### src/rtl/m2s_fifo_pkg.sv
// Shared constants for the Avalon-MM to Avalon-ST transmit FIFO.
// Default sizes, MM register map and control bit positions.
package m2s_fifo_pkg;

  localparam int DATA_W = 32;
  localparam int DEPTH  = 64;
  localparam int ADDR_W = $clog2(DEPTH);

  localparam logic ADDR_DATA = 1'b0;
  localparam logic ADDR_CTRL = 1'b1;

  localparam int CTRL_FLUSH = 0;

endpackage

### src/rtl/m2s_fifo_ffta_ring.sv
// Register-array synchronous FIFO with show-ahead output and a synchronous flush.
// The caller guarantees push only when not full and pop only when not empty.
module m2s_fifo_ffta_ring #(
  parameter int DATA_W = m2s_fifo_pkg::DATA_W,
  parameter int DEPTH  = m2s_fifo_pkg::DEPTH,
  parameter int ADDR_W = $clog2(DEPTH)
) (
  input  logic              wrclock,
  input  logic              reset,
  input  logic              push,
  input  logic              pop,
  input  logic              flush,
  input  logic [DATA_W-1:0] din,
  output logic [DATA_W-1:0] dout,
  output logic [ADDR_W:0]   level,
  output logic              full,
  output logic              empty
);

  localparam logic [ADDR_W:0] DEPTH_L = (ADDR_W + 1)'(DEPTH);

  logic [DATA_W-1:0] mem [DEPTH];
  logic [ADDR_W-1:0] wr_ptr;
  logic [ADDR_W-1:0] rd_ptr;

  // NOTE: storage is left out of reset; emptiness is tracked by level alone.
  always_ff @(posedge wrclock) begin
    if (push) mem[wr_ptr] <= din;
  end

  always_ff @(posedge wrclock) begin
    if (reset || flush) begin
      wr_ptr <= '0;
      rd_ptr <= '0;
      level  <= '0;
    end else begin
      if (push) wr_ptr <= wr_ptr + ADDR_W'(1);
      if (pop)  rd_ptr <= rd_ptr + ADDR_W'(1);
      case ({push, pop})
        2'b10:   level <= level + (ADDR_W + 1)'(1);
        2'b01:   level <= level - (ADDR_W + 1)'(1);
        default: level <= level;
      endcase
    end
  end

  assign dout  = mem[rd_ptr];
  assign full  = (level == DEPTH_L);
  assign empty = (level == '0);

  a_level_bound: assert property (@(posedge wrclock) disable iff (reset) level <= DEPTH_L);
  a_no_underflow: assert property (@(posedge wrclock) disable iff (reset) !(pop && empty));

endmodule

### src/rtl/m2s_fifo_ffta.sv
// Avalon-MM write slave feeding an Avalon-ST source through a 64-entry FIFO.
// Address 0 pushes data; address 1 reads the fill level and accepts a flush command.
module m2s_fifo_ffta
  import m2s_fifo_pkg::*;
#(
  parameter int DATA_W = m2s_fifo_pkg::DATA_W,
  parameter int DEPTH  = m2s_fifo_pkg::DEPTH,
  parameter int ADDR_W = $clog2(DEPTH)
) (
  input  logic              wrclock,
  input  logic              reset,
  input  logic              avalonmm_write_slave_address,
  input  logic              avalonmm_write_slave_write,
  input  logic [DATA_W-1:0] avalonmm_write_slave_writedata,
  input  logic              avalonmm_write_slave_read,
  output logic [DATA_W-1:0] avalonmm_write_slave_readdata,
  output logic              avalonmm_write_slave_waitrequest,
  output logic [DATA_W-1:0] avalonst_source_data,
  output logic              avalonst_source_valid,
  input  logic              avalonst_source_ready
);

  logic            data_sel;
  logic            ctrl_sel;
  logic            push;
  logic            pop;
  logic            flush;
  logic            full;
  logic            empty;
  logic [ADDR_W:0] level;

  assign data_sel = (avalonmm_write_slave_address == ADDR_DATA);
  assign ctrl_sel = (avalonmm_write_slave_address == ADDR_CTRL);

  assign push  = avalonmm_write_slave_write && data_sel && !full && !reset;
  assign flush = avalonmm_write_slave_write && ctrl_sel
                 && avalonmm_write_slave_writedata[CTRL_FLUSH] && !reset;
  assign pop   = avalonst_source_valid && avalonst_source_ready;

  // A full FIFO stalls data writes even when a pop lands in the same cycle.
  assign avalonmm_write_slave_waitrequest =
    reset || (avalonmm_write_slave_write && data_sel && full);

  assign avalonmm_write_slave_readdata =
    (avalonmm_write_slave_read && ctrl_sel && !reset)
      ? {{(DATA_W - ADDR_W - 1){1'b0}}, level}
      : '0;

  // Masking valid during reset also discards any pop coinciding with it.
  assign avalonst_source_valid = !empty && !reset;

  m2s_fifo_ffta_ring #(
    .DATA_W (DATA_W),
    .DEPTH  (DEPTH),
    .ADDR_W (ADDR_W)
  ) u_ring (
    .wrclock (wrclock),
    .reset   (reset),
    .push    (push),
    .pop     (pop),
    .flush   (flush),
    .din     (avalonmm_write_slave_writedata),
    .dout    (avalonst_source_data),
    .level   (level),
    .full    (full),
    .empty   (empty)
  );

endmodule

### config.mk
export PLATFORM = sky130hd
export DESIGN_NAME = m2s_fifo_ffta
export DESIGN_NICKNAME = d
export VERILOG_FILES = /design/src/rtl/m2s_fifo_pkg.sv /design/src/rtl/m2s_fifo_ffta_ring.sv /design/src/rtl/m2s_fifo_ffta.sv
export SDC_FILE = /design/constraint.sdc
export NUM_CORES = 2
export LEC_CHECK = 0
export CELL_PAD_IN_SITES_DETAIL_PLACEMENT = 0
export CELL_PAD_IN_SITES_GLOBAL_PLACEMENT = 1
export CORE_UTILIZATION = 40
export CTS_BUF_LIST = sky130_fd_sc_hd__clkbuf_8
export DETAILED_ROUTE_END_ITERATION = 12
export GPL_ROUTABILITY_DRIVEN = 0
export GPL_TIMING_DRIVEN = 0
export PLACE_DENSITY_LB_ADDON = 0.1
export SYNTH_ARGS = -nofsm -noshare
export SYNTH_HDL_FRONTEND = slang
export SYNTH_HIERARCHICAL = 1
export SYNTH_SLANG_ARGS = --single-unit
### constraint.sdc
create_clock -name wrclock -period 4 [get_ports wrclock]
set_input_delay 0.6 -clock wrclock [delete_from_list [all_inputs] [get_ports wrclock]]
set_output_delay 0.6 -clock wrclock [all_outputs]
set_load 0.05 [all_outputs]
==> flow_summary.json <==
{
  "place.port_buffers": 78,
  "irDropWorstVdd_v": 0.000305,
  "die_width_microns": 449,
  "power_leakage_nw": 30.8,
  "worstSetupStartpointType": "register",
  "min_path_cells": 2,
  "slew_headroom_pct": 30.1,
  "worst_path_dominant_cell_family": "buffers and inverters",
  "async_flop_share_pct": 0,
  "floorplan.die.height_microns": 449,
  "post_synth_num_cell_types": 64,
  "crit_required_ps": 3400,
  "drt_first_iter_violations": 5071,
  "timing.critical_path.arrival_ps": 3650,
  "groute.usage.overall_pct": 25.8,
  "io_count": 104,
  "slew_viol_final": 0,
  "cts_buffers": 364,
  "outcome": "complete, but fails checks",
  "violations_in_the_final_reports": "negative setup slack",
  "detail-route-antenna-nets": 0,
  "yosys.area_share.xor_xnor_pct": 0.143,
  "critical_path.max_stage_delay_ps": 490,
  "timing.final.crit_period_ps": 4250,
  "clk_path_buf_depth": 4,
  "ys_seq_elements": 2073,
  "critPathMaxFanout": 5,
  "drt-pass1-iter-count": 6,
  "fraction_of_the_mapped_netlist_area_in_simple_logic_gates_pct": 1.73,
  "synthesized_netlist_cell_count": 3555,
  "fin_ws_ps": -252,
  "synthesis.yosys.warnings": 6,
  "setup-tns-final_ps": -5870,
  "fraction_of_the_mapped_netlist_area_in_compound_gates_pct": 2.41,
  "combinational_family_with_the_most_area_after_synthesis": "multiplexers",
  "worstSetupPathDepth": 11,
  "critPathCaptureType": "primary output",
  "hold_crit_class": "input port to register",
  "worst_slew_pin_slew_ps": 1050,
  "worst_skew_pair.late_latency_ps": 1040,
  "final_core_utilization_pct": 49.9,
  "crit_slowest_cell": "mux4_2",
  "clkSlewWorstSetupHoldPaths_ps": 70,
  "synth_edf_count": 2048,
  "syn-cell-area_sq_um": 79800,
  "num_rows": 163,
  "wl_microns": 262000,
  "die_area_sq_um": 201000,
  "coreArea_sq_um": 198000,
  "maximum_number_of_pins_on_one_net_before_global_route_repair": 65,
  "timing.max_cap.violations": 0,
  "final_net_count": 4360,
  "timing.clock.skew_ps": 53.9,
  "power.density_nw_per_um2": 436,
  "final_hold_viol_count": 0,
  "post_drt_wl_per_cell_microns": 36.2,
  "critical_path.cell_chain": "buf_8 > buf_8 > buf_16 > buf_12 > buf_6 > mux4_2 > mux2i_2 > o2111ai_4 > nand2_4 > a21oi_4 > buf_6",
  "setup_repair_after_global_routing_missed_its_margin": "yes",
  "crit_buf_inv": 6,
  "cts.sinks": 2073,
  "synth.mux.area_fraction_pct": 16.3,
  "criticalPathCategory": "register to primary output",
  "grt_first_pass_wirelength_microns": 353000,
  "drt-vias-per-instance": 5.79,
  "first_global_vias": 41600,
  "post_synth_fa_ha_maj_area_fraction_pct": 0.0784,
  "cts_tree": "built",
  "synthToLayoutAreaGrowth_pct": 23.8,
  "worst_r2r_path_depth": 9,
  "mostFrequentLayoutCells": "edfxtp_1, mux4_2, clkbuf_8, buf_12, buf_4",
  "fmaxAchievable_mhz": 235,
  "seq_area_frac_synth_pct": 77.7,
  "period_share_pct": 106,
  "finalSetupViolations": 32,
  "most_common_cell_after_layout_fill_and_taps_aside": "edfxtp_1",
  "via_count": 41800,
  "h-tree-depth": 5,
  "floorplan.initialDensity_pct": 40.3,
  "drive_gt1_share_pct": 39.6,
  "dp_hpwl_microns": 170000,
  "worst_hold_slack_ps": 104,
  "post_dp_area_sq_um": 86700,
  "syn-mean-instance-area_sq_um": 22.5,
  "synth_ff_type": "edfxtp_1",
  "ctsRootBufferMaster": "clkbuf_8",
  "antenna_found_initial": 12,
  "postLayoutCellArea_sq_um": 98800,
  "overflow": 0,
  "post_route_drc_violation_count": 0
}
-- final cells by class --
class	instances	area (sq um)
clock inverter	249	1110
multi-input combinational	1279	19200
antenna	7	17.5
tap	2640	3300
clock buffer	370	5090
sequential	2073	62000
timing repair buffer	386	5400
buffer	211	2670
fill	16000	99000
inverter	2	7.51
-- kinds of logic after synthesis --
family / after synthesis
DFF: 2073
other: 1
AOI/OAI and AO/OA: 269
xor gates and xnor gates: 13
adders and majority gates: 5
and+or+nand+nor: 301
muxes: 666
buffers and inverters: 227
-- power breakdown --
| group | leakage, nW | internal, W | switching (W) |
|---|---|---|---|
| sequential | 18.6 | 0.0239 | 0.0000105 |
| combinational | 8.51 | 0.000732 | 0.00115 |
| clock | 3.64 | 0.00877 | 0.00851 |
-- Yosys cell counts (23+ instances only) --
cell       instances  area (sq um)
a21oi_1           41           205
a221oi_1          32           280
buf_2             70           350
buf_4             58           435
buf_6             23           259
clkbuf_1          63           236
dfxtp_1           25           500
edfxtp_1        2048         61500
mux2_2            34           383
mux2i_1          129          1290
mux4_2           503         11300
nand2_1          112           420
nor2_1            93           349
o2111ai_1         30           263
o21ai_0           29           145
o21ai_1           23           115
o22ai_1           28           175
-- final timing paths --
check / start / endpoint / slack, ps
hold reg to reg: u_ring/rd_ptr[5]$_SDFFE_PP0P_ / u_ring/rd_ptr[5]$_SDFFE_PP0P_ / 560
hold / removal: avalonmm_write_slave_writedata[20] / u_ring/mem[19][20]$_DFFE_PP_ / 100
setup / recovery: register / avalonst_source_data[23] / -250
setup reg to reg: u_ring/level[1]$_SDFFE_PP0P_ / u_ring/mem[56][13]$_DFFE_PP_ / 140
-- repair_timing --
item,in CTS,in global routing
gates cloned,2,3
hold buffers,17,0
pin swaps,74,90
setup endpoints to repair,2027,789
gates resized for setup,939,186
setup buffers,108,69
hold endpoints to repair,285,0
-- stage by stage --
stage,worst slack [ps],power [W],std cells
CTS,-505,0.0434,7146
global route,-321,0.0444,7214
global placement,-3630,0.0259,6297
finish,-252,0.0430,7217
floorplan,284,0.0250,3579
detailed placement,-1470,0.0259,6407
-- registers in the layout, indices dropped and copies added (netlist names), named ones only --
register       flops
u_ring/level       7
u_ring/wr_ptr      6
u_ring/rd_ptr      6
u_ring/mem      2048
-- metal layers --
metal  up-vias  GRT usage (%)  share of wire (%)
li1      16700              -                  -
met1     22800           35.2                 41
met2      1916           40.6                 47
met3       417           5.36                7.7
met4         4           9.99                4.1
met5         -              0             0.0088
-- worst reg2reg max path, delay by kind of cell, from the launching register on --
family / cells / cell delay [ps]
buf+inv: 3 / 840
flops: 1 / 330
simple gates: 6 / 2330
(Power assumes the default switching activity.)
